## src/rtl/nibble_seq_pkg.sv

```systemverilog
// nibble_seq_pkg: shared FSM state encoding and default pattern nibbles for nibble_seq_detector.
package nibble_seq_pkg;
    localparam int STATE_W = 2;
    typedef enum logic [STATE_W-1:0] {
        S_IDLE = 2'd0,
        S_P0   = 2'd1,
        S_P1   = 2'd2
    } state_t;
    localparam logic [3:0] PAT0_DEF = 4'b0001;
    localparam logic [3:0] PAT1_DEF = 4'b0010;
    localparam logic [3:0] PAT2_DEF = 4'b0100;
endpackage

```

## src/rtl/nibble_seq_detector_if.sv

```systemverilog
// nibble_seq_detector_if: sample/clear inputs and match/status outputs of the nibble sequence detector.
interface nibble_seq_detector_if
    import nibble_seq_pkg::*;
#(
    parameter int W     = 4,
    parameter int CNT_W = 8
);
    logic               en;
    logic [W-1:0]       d;
    logic               clear;
    logic               match;
    logic [STATE_W-1:0] state;
    logic [CNT_W-1:0]   match_count;
    logic               sticky;
    modport master (output en, d, clear, input match, state, match_count, sticky);
    modport slave  (input en, d, clear, output match, state, match_count, sticky);
endinterface

```

## src/rtl/nibble_seq_detector_sat_counter.sv

```systemverilog
// sat_counter: saturating up-counter with a synchronous clear that wins over increment.
module sat_counter #(
    parameter int CNT_W = 8
) (
    input  logic             clock,
    input  logic             reset,
    input  logic             inc,
    input  logic             clr,
    output logic [CNT_W-1:0] count
);
    logic [CNT_W-1:0] count_q, count_d;
    always_comb begin
        count_d = clr ? '0 : (inc && count_q != '1) ? count_q + 1'b1 : count_q;
    end
    always_ff @(posedge clock or negedge reset) begin
        if (!reset) count_q <= '0;
        else        count_q <= count_d;
    end
    assign count = count_q;
endmodule

```

## src/rtl/nibble_seq_detector.sv

```systemverilog
// nibble_seq_detector: detects PAT0->PAT1->PAT2 on enabled nibble samples, pulses match, counts matches.
// Optional sticky match flag is built only when NIBBLE_SEQ_STICKY_EN is defined.
module nibble_seq_detector
    import nibble_seq_pkg::*;
#(
    parameter int             W     = 4,
    parameter logic [W-1:0]   PAT0  = PAT0_DEF,
    parameter logic [W-1:0]   PAT1  = PAT1_DEF,
    parameter logic [W-1:0]   PAT2  = PAT2_DEF,
    parameter int             CNT_W = 8
) (
    input  logic                 clock,
    input  logic                 reset,
    nibble_seq_detector_if.slave bus
);
    state_t state_q, state_d;
    logic   match_q, match_d;
    always_comb begin
        match_d = bus.en && state_q == S_P1 && bus.d == PAT2;
        state_d = S_IDLE;
        // fallback after any miss or completion only re-checks PAT0, never a deeper overlap
        case (state_q)
            S_IDLE:  state_d = (bus.en && bus.d == PAT0) ? S_P0 : S_IDLE;
            S_P0:    state_d = !bus.en ? S_P0 : bus.d == PAT1 ? S_P1 : bus.d == PAT0 ? S_P0 : S_IDLE;
            S_P1:    state_d = !bus.en ? S_P1 : bus.d == PAT0 ? S_P0 : S_IDLE;
            default: state_d = S_IDLE;
        endcase
    end
    always_ff @(posedge clock or negedge reset) begin
        if (!reset) begin
            state_q <= S_IDLE;
            match_q <= 1'b0;
        end else begin
            state_q <= state_d;
            match_q <= match_d;
        end
    end
    assign bus.state = state_q;
    assign bus.match = match_q;
    sat_counter #(.CNT_W(CNT_W)) u_cnt (
        .clock (clock),
        .reset (reset),
        .inc   (match_d),
        .clr   (bus.clear),
        .count (bus.match_count)
    );
`ifdef NIBBLE_SEQ_STICKY_EN
    logic sticky_q, sticky_d;
    always_comb begin
        sticky_d = bus.clear ? 1'b0 : match_d ? 1'b1 : sticky_q;
    end
    always_ff @(posedge clock or negedge reset) begin
        if (!reset) sticky_q <= 1'b0;
        else        sticky_q <= sticky_d;
    end
    assign bus.sticky = sticky_q;
`else
    assign bus.sticky = 1'b0;
`endif
endmodule

```

## src/flat_wrapper.sv

```systemverilog
// flat-port wrapper written by rule: the top's interface ports become plain ports
module nibble_seq_detector_flat import nibble_seq_pkg::*;
#(
    parameter int             W     = 4,
    parameter logic [W-1:0]   PAT0  = PAT0_DEF,
    parameter logic [W-1:0]   PAT1  = PAT1_DEF,
    parameter logic [W-1:0]   PAT2  = PAT2_DEF,
    parameter int             CNT_W = 8
)
  (clock, reset, bus_en, bus_d, bus_clear, bus_match, bus_state, bus_match_count, bus_sticky);
  nibble_seq_detector_if #(.W(W), .CNT_W(CNT_W)) bus_i ();
  input  logic clock;
  input  logic reset;
  input wire logic [$bits(bus_i.en)-1:0] bus_en;
  input wire logic [$bits(bus_i.d)-1:0] bus_d;
  input wire logic [$bits(bus_i.clear)-1:0] bus_clear;
  output wire logic [$bits(bus_i.match)-1:0] bus_match;
  output wire logic [$bits(bus_i.state)-1:0] bus_state;
  output wire logic [$bits(bus_i.match_count)-1:0] bus_match_count;
  output wire logic [$bits(bus_i.sticky)-1:0] bus_sticky;
  assign bus_i.en = bus_en;
  assign bus_i.d = bus_d;
  assign bus_i.clear = bus_clear;
  assign bus_match = bus_i.match;
  assign bus_state = bus_i.state;
  assign bus_match_count = bus_i.match_count;
  assign bus_sticky = bus_i.sticky;
  nibble_seq_detector #(.W(W), .PAT0(PAT0), .PAT1(PAT1), .PAT2(PAT2), .CNT_W(CNT_W)) u_core (.clock(clock), .reset(reset), .bus(bus_i));
endmodule
```

## config.mk

```make
export PLATFORM = sky130hd
export DESIGN_NAME = nibble_seq_detector_flat
export DESIGN_NICKNAME = d
export VERILOG_FILES = /design/src/rtl/nibble_seq_pkg.sv /design/src/rtl/nibble_seq_detector_if.sv /design/src/rtl/nibble_seq_detector_sat_counter.sv /design/src/rtl/nibble_seq_detector.sv /design/src/flat_wrapper.sv
export SDC_FILE = /design/constraint.sdc
export NUM_CORES = 1
export LEC_CHECK = 0
export CORE_MARGIN = 3
export CORE_UTILIZATION = 44
export CTS_CLUSTER_SIZE = 25
export DETAILED_ROUTE_END_ITERATION = 16
export MAX_ROUTING_LAYER = met4
export PLACE_DENSITY = 0.82
export SLEW_MARGIN = 20
export SYNTH_ARGS = -nofsm -noshare
export SYNTH_HDL_FRONTEND = slang
export SYNTH_SLANG_ARGS = --single-unit
```

## constraint.sdc

```tcl
create_clock -name clock -period 1.84 [get_ports clock]
set_input_delay 0.276 -clock clock [delete_from_list [all_inputs] [get_ports clock]]
set_output_delay 0.276 -clock clock [all_outputs]
set_load 0.02 [all_outputs]
```

-- After elaboration in Yosys (flattened, before gate mapping)
Cells that the tools add are included.
- word-level logic and storage cells: 24
- register bits after elaboration: 11
- output and inout port bits: 12
- reduce and logical (&&, ||, !) cells: 6
- equal/unequal tests: 6
- mux-type cells: 8
- add/subtract/negate cells: 1
- operator list (operator ; number):
    8-bit 2-to-1 mux ; 2
    8-bit by 1-bit adder with 8-bit output, second input constant ; 1
    8-bit != test, second input constant ; 1
    2-bit 2-to-1 mux ; 3
    2-bit one-hot mux with 3 select lines ; 1
    4-bit by 1-bit equality test with 1-bit output, second input constant ; 1
    4-bit by 2-bit equality test with 1-bit output, second input constant ; 1
    4-bit by 3-bit equality test with 1-bit output, second input constant ; 1
    1-bit logical AND ; 4
    2-bit by 1-bit equality test with 1-bit output, second input constant ; 1
    2-bit equality test, second input constant ; 1
    2-bit logical NOT ; 1
    1-bit 2-to-1 mux ; 2
    2-bit nonzero test ; 1

-- Longest topological paths before layout
Gate-level depths: netlist of the first run.
- depth in word-level cells: 6
- depth in mapped cells: 5
- mapped depth without buffers: 4

-- By module
A second synthesis of the first run with hierarchy kept.
- cells, all modules: 57
- area, all modules: 598.1 um^2
- by module, submodules not included (module ; area each (um^2) ; instances ; seq. area each (um^2) ; cells each):
    sat_counter ; 430.4 ; 1 ; 200.2 ; 42
    nibble_seq_detector ; 167.7 ; 1 ; 75.1 ; 15

-- Worst setup path before layout of the first run
Ideal clock, no wire load.
- kind: register to register
- from: register u_core.u_cnt.count_q[0] (netlist: u_core.u_cnt.count[0])
- to: register u_core.u_cnt.count_q[5] (netlist: u_core.u_cnt.count[5])
- data arrival time: 1.631 ns
- slack: 0.131 ns
- stages on the path, launching flop included: 6
- data required time: 1.762 ns
- path buffers: 1
- cells stage by stage: dfrtp_1 -> ha_1 -> and4_4 -> buf_6 -> or4_1 -> a21oi_1
- word-level cells in the longest chain between the ends: 3
- elaborated cells between the ends (all ways): 6
- classes of those cells: 1 x add/sub; 1 x eq/ne; 2 x mux; 2 x reduce/logical
- RTL lines (item ; RTL line ; text):
    from (decl) ; nibble_seq_detector_sat_counter.sv:11 ; logic [CNT_W-1:0] count_q, count_d;
    from (signal assigned) ; nibble_seq_detector_sat_counter.sv:17 ; else count_q <= count_d;
    8-bit by 1-bit adder with 8-bit output or 8-bit != test (tied branches) ; nibble_seq_detector_sat_counter.sv:13 ; count_d = clr ? '0 : (inc && count_q != '1) ? count_q + 1'b1 : count_q;
    8-bit 2-to-1 mux or 1-bit logical AND (tied branches) ; nibble_seq_detector_sat_counter.sv:13 ;
    8-bit 2-to-1 mux or 2-bit nonzero test (tied branches) ; - ;
Parallel ways exist; a longest one is shown, timed or not. The select of a mux whose other input is x is not followed.
A chain may end at the register's enable or synchronous reset.

-- Worst setup path after layout of the first run
- from: input bus_en
- to: register u_core.u_cnt.count_q[6] (netlist: u_core.u_cnt.count[6])
- word-level cells in the longest chain between the ends: 4
- RTL lines (item ; RTL line ; text):
    from (decl) ; flat_wrapper.sv:14 ; input wire logic [$bits(bus_i.en)-1:0] bus_en;
    1-bit logical AND (2 in a row) ; nibble_seq_detector.sv:19 ; match_d = bus.en && state_q == S_P1 && bus.d == PAT2;
    1-bit logical AND ; nibble_seq_detector_sat_counter.sv:13 ;
    2-bit nonzero test (no source line) ; - ;
Every way passes these cells.

==> results.md, run 1 <==
* Setup TNS Final at 0 ps
* Seq/Total Area, Yosys at 43.65%
* Grt ovf at 0
* Finished Cell Area at 882.1 sq um
* Mean Syn Cell Area at 9.412 sq um
* Largest net degree at the start of global routing at 14
* Register area at between 200 and 300 sq um
* Fmax at around 600 MHz
* Most frequent cell after synthesis: dfrtp_1
* CP max FO at 13
* # DRC at 0
* Placed cell area at 855.8 sq um
* Die width at ~44 microns
* CP max stage delay at a little over 500 ps
* Die area at 1923 sq um
* Clock Sinks at 11
* First-pass GRT wire length at 2525 microns
* TritonCTS Buffers at 3
* Fin. Hold Viols at 0
* Dominant cells by area after synthesis: dfrtp_1, a21oi_1, o31ai_1
* RSZ-0062 raised after global routing: false
* VDD IR max at 269.7 uV
* Commonest cells post-synth: dfrtp_1, a21oi_1, nand2_1, o31ai_1
* IO Count at 20
* Post-DRT Antenna Nets at 0
* Final Slew Violations at 0
* Antenna violations before repair at 0
* Clk_skew at 5.930 ps
* Largest area contributor in the netlist: dfrtp_1
* Min Tclk post-route at 1704 ps
* Crit end category: flop
* Port-buffer cells at 18
* # Max-Cap Violations at 0
* Status: completed
* Required time worst endpoint at 2030 ps
* Gr usage total at 18.33%
* Syn-to-layout area delta at 39.88%
* Die height at ~44 microns
* CP max stage cell: or4_1
* Ys Warns at 0
* Deepest clock path buffer count at 2
* Routed wire length at between 1000 and 1500 microns
* Dpl hpwl at 1094 microns
* Final worst-path cycle share at approximately 90%
* Seq cells post-synth at 11
* Clock transition at the registers of the reported paths at roughly 80 ps
* Post-CTS Resized at 0
* Multi-input gate area at 317.8 sq um
* CTS Root Cell: clkbuf_4
* Ys async rst share at 100.0%
* CTS Hold Bufs at 0
* Synth cell types at 32
* Nature of the critical path startpoint: primary input
* Nets at 102
* Yosys top cell area share at around 44%
* Iter 0 DRT Violations at 7
* Crit path cell chain: clkdlybuf4s50_1, nor2b_1, nand4b_1, buf_4, or4_1, a21oi_1
* Post-CTS Setup Inserts at 0
* Filler instances at 113
* Via density at 5.916
* Leak pwr at 0.0003558 uW
* Worst setup path class: primary input to flop
* Total core area at 1318 sq um
* GPL Wtd Cong at between 0.7 and 0.8
* CTS tree: built
* H-tree lvl count at 1
* Setup violators final at 0
* Critical Path AT at 1900 ps
* N_diodes at 0
* Starting density of the core at between 40% and 50%
* Post-synth top flop: dfrtp_1
* Post-synth EDFFs at 0
* Cell Rows at 13
* Share of cells above drive strength 1 at 14.13%
* Cells after Synth at 67
* Mapped Area at around 630 sq um
* Pre-antenna DRT Iters at 4
* Vias in the first global route at 559
* Vias at 633
* Synth Net Count at 76
* Clock latency on the worst-skew pair at 270 ps
* Avg WL per Cell at 13.67 microns
* Power per cell area at roughly 520 nW/um^2
* Hold WC Path Type: primary input to async pin
[kinds of logic after synthesis]
family	after synthesis	synth area share, %
compound gates	19	18.65
simple gates	28	29.17
other cells	1	0.5947
flops	11	43.65
fa+ha+maj	1	1.984
buf+inv	7	5.951
[where the power goes]
group	internal, uW	total (uW)	switching (uW)	leakage [uW]
Combinational	26.1	48.8	22.7	0.000189
Sequential	244	245	1.50	0.000152
Clock	83.8	166	81.9	0.0000150
Total	353	460	106	0.000356
[critical path: cells and delay by family]
family / cells / cell delay, ps
and+or+nand+nor: 3 / 800
AOI/OAI and AO/OA: 1 / 160
buffers and inverters: 2 / 670
[path summary, 6_finish.rpt]
check	startpoint	end	slack (ps)	cells past startpoint
max in group asynchronous	reset	u_core.bus.state[0]	1160	1
min in group clock	u_core.u_cnt.count[6]	u_core.u_cnt.count[6]	570	2
worst max register to register	u_core.bus.state[0]	u_core.u_cnt.count[6]	170	5
worst max-delay path	bus_en	u_core.u_cnt.count[6]	140	6
worst min register to register	u_core.u_cnt.count[6]	u_core.u_cnt.count[6]	570	2
worst min-delay path	reset	u_core.u_cnt.count[6]	340	1
[area by class of cell]
type / instances / area share [%]
clock buffers: 4 / 2.979
inverters: 3 / 1.277
multi-input cells: 49 / 36.03
flip-flops and latches: 11 / 31.21
well taps: 15 / 2.128
repair buffers: 25 / 26.38
[metal layers]
layer  GRT usage [%]  vias up  share of wire (%)
li1                -      306                  -
met1           21.34      303                 42
met5               -        -                  0
met2           30.52       22                 52
met4           5.422        0               0.41
met3           4.979        2                5.7
[stage by stage]
step / power [uW] / worst slack (ps) / hold slack [ps] / std cells / util, %
2_1_floorplan: 266.2 / 131.3 / -19.59 / 67 / -
3_3_place_gp: 298.9 / -99.00 / 544.6 / 103 / 64.96
3_5_place_dp: 299.6 / -142.0 / 553.6 / 103 / 64.96
4_1_cts: 465.9 / 137.9 / 364.1 / 107 / 66.95
5_1_grt: 486.8 / 45.33 / 364.7 / 107 / 66.95
6_report: 459.6 / 135.6 / 337.9 / 107 / 66.95
[state kept, by name, indices dropped and copies added (netlist names)]
register            flops
u_core.bus.match        1
u_core.bus.state        2
u_core.u_cnt.count      8
[placed cells by master, fill, tap and decap left out, drive strengths merged, types with 2 or more instances in the layout]
cell type	netlist	routed
a21oi	8	8
and4	3	3
buf	3	7
clkbuf	1	4
clkdlybuf4s50	0	18
dfrtp	11	11
inv	3	3
nand2	4	4
nand3	3	3
nand3b	3	3
nor2	2	2
nor3b	2	2
o21ai	3	3
o31ai	4	4
or3	2	2
or4	3	3
Power figures use the tool's default switching activity.
==> inputs of run 2 (changes only) <==
clock period = 1.95 ns   (was 1.84 ns; I/O delays follow)
==> run 2 against run 1 <==
Against the previous run:
- register-to-register slack improved by 70 ps
- die area unchanged
- worst setup slack improved by 85 ps
- sequential share of layout area increased by 0.82 points
- critical endpoint unchanged
- largest power group unchanged
==> results.md, run 2 (synthesis results as in run 1) <==
* Critical path's top delay family: buffers and inverters (was simple AND/OR/NAND/NOR gates)
* Max reg flops at 8 (unchanged)
* Share of cells above drive strength 1 at 11.24% (was 14.13%)
* Largest net degree at the start of global routing at 14 (unchanged)
* Power per cell area at 502.5 nW/um^2 (was 521.1 nW/um^2)
* Vias in the first global route at 538 (was 559)
* Gr usage total at 16.42% (was 18.33%)
* IO Count at 20 (unchanged)
* Clk_skew at 4.950 ps (was 5.930 ps)
* GPL Wtd Cong at 0.7152 (was 0.7218)
* Pre-antenna DRT Iters at 4 (unchanged)
* CTS Root Cell: clkbuf_4 (unchanged)
* Finished Cell Area at 859.6 sq um (was 882.1 sq um)
* Cell Rows at 13 (unchanged)
* Port-buffer cells at 18 (unchanged)
* Hold WC Path Type: primary input to async pin (unchanged)
* Fmax at 578.4 MHz
* Via density at 5.750 (was 5.916)
* Final total power at 431.9 uW (was 459.6 uW)
* # DRC at 0 (unchanged)
* CP most frequent cell: buf_4
* Reg-to-reg slack, setup at 240 ps (was 170 ps)
* Clock transition at the registers of the reported paths at 80 ps (about the same)
* Nature of the critical path startpoint: primary input (unchanged)
* Vias at 598 (was 633)
* Clock latency on the worst-skew pair at 260 ps (was 270 ps)
* Critical Path AT at 1860 ps (was 1900 ps)
* Antenna violations before repair at 0 (unchanged)
* Worst path bufs/invs at 3 (was 2)
* Post-CTS Resized at 0 (unchanged)
* Total core area at 1318 sq um (unchanged)
* Dpl hpwl at 1040 microns (was 1094 microns)
* Filler instances at 124 (was 113)
* Worst slew pin tran at 504.7 ps
* Crit path cell chain: clkdlybuf4s50_1, nor2b_1, nand4b_1, buf_4, buf_4, o41ai_1, a21oi_1 (was clkdlybuf4s50_1, nor2b_1, nand4b_1, buf_4, or4_1, a21oi_1)
* Syn-to-layout area delta at 36.31% (was 39.88%)
* Post-CTS Setup Inserts at 0 (unchanged)
* Crit end category: flop (unchanged)
* Avg WL per Cell at 13.61 microns (was 13.67 microns)
* First-pass GRT wire length at 2346 microns (was 2525 microns)
* CTS tree: built (unchanged)
* Clock Sinks at 11 (unchanged)
* CP max stage cell: clkdlybuf4s50_1 (was or4_1)
* H-tree lvl count at 1 (unchanged)
* Die height at 43.86 microns (unchanged)
* Iter 0 DRT Violations at 15 (was 7)
* Min Tclk post-route at about 1700 ps
* Most frequent cells in the layout: clkdlybuf4s50_1, dfrtp_1, a21oi_1 (unchanged)
* CP max stage delay at 490 ps (was 510 ps)
* Multi-input gate area at 317.8 sq um (unchanged)
* Grt ovf at 0 (unchanged)
* RSZ-0062 raised after global routing: false (unchanged)
* Placed cell area at 833.3 sq um (was 855.8 sq um)
* Final Slew Violations at 0 (unchanged)
* Routed wire length at 1415 microns (was 1463 microns)
* CP max FO at 13 (unchanged)
* N_diodes at 0 (unchanged)
* Die area at 1923 sq um (unchanged)
* Setup TNS Final at 0 ps (unchanged)
* Max_slew headroom at 66.25%
* Deepest clock path buffer count at 2 (unchanged)
* Post-DRT Antenna Nets at 0 (unchanged)
* VDD IR max at 388.9 uV (was 269.7 uV)
* CTS Hold Bufs at 0 (unchanged)
* Register area at 275.3 sq um (unchanged)
* TritonCTS Buffers at 3 (unchanged)
* Starting density of the core at 47.86% (unchanged)
* Final worst-path cycle share at 88.67%
* Worst setup path class: primary input to flop (unchanged)
* # Max-Cap Violations at 0 (unchanged)
* Die width at 43.86 microns (unchanged)
* Most common cell after layout, fill and taps aside: clkdlybuf4s50_1 (unchanged)
* Fin. Hold Viols at 0 (unchanged)
* Setup violators final at 0 (unchanged)
* Leak pwr at 0.0003399 uW (was 0.0003558 uW)
* Status: completed (unchanged)
* Nets at 99 (was 102)
* Required time worst endpoint at 2080 ps (was 2030 ps)
-- run 2: changes by cell type in the layout (fill, tap and decap cells not counted) --
| cell | before | now |
|---|---|---|
| buf_4 | 7 | 4 |
-- run 2: layout make-up --
class	instances	share of cell area, %
multi-input combinational	49	36.97
sequential	11	32.02
timing repair buffer	22	24.45
clock buffer	4	3.057
tap	15	2.183
inverter	3	1.310
-- run 2: where the power goes --
part | internal [uW] | total [uW] | switching (uW) | leakage [uW]
logic | 22.2 | 41.5 | 19.4 | 0.000173
clock network | 79.0 | 158 | 78.6 | 0.0000150
registers | 230 | 233 | 2.96 | 0.000152
-- run 2: stage by stage --
step                utilization [%]  setup WS [ps]  instances  hold slack (ps)
CTS                           65.24          229.0        104            384.8
global route                  65.24          63.44        104            406.2
global placement              63.25          2.919        100            543.3
detailed placement            63.25         -58.53        100            546.7
finish                        65.24          221.0        104            360.2
floorplan                         -          241.3         67           -3.091
-- run 2: path summary, 6_finish.rpt --
| check | startpoint | to | cells past startpoint |
|---|---|---|---|
| worst max-delay path | bus_en | u_core.u_cnt.count[6] | 7 |
| worst min-delay path | reset | u_core.u_cnt.count[5] | 1 |
| worst max register to register | u_core.bus.state[0] | u_core.u_cnt.count[6] | 6 |
| worst min register to register | u_core.bus.state[1] | u_core.bus.state[1] | 1 |
| max in group asynchronous | reset | u_core.bus.state[1] | 1 |
| min in group clock | u_core.bus.state[1] | u_core.bus.state[1] | 1 |
-- run 2: metal layers --
metal	global-route usage, %	wire length [microns]	vias up
met5	-	0	-
met4	3.614	7	0
met3	3.734	63	2
met2	27.03	675	15
li1	-	-	295
met1	20.36	669	286
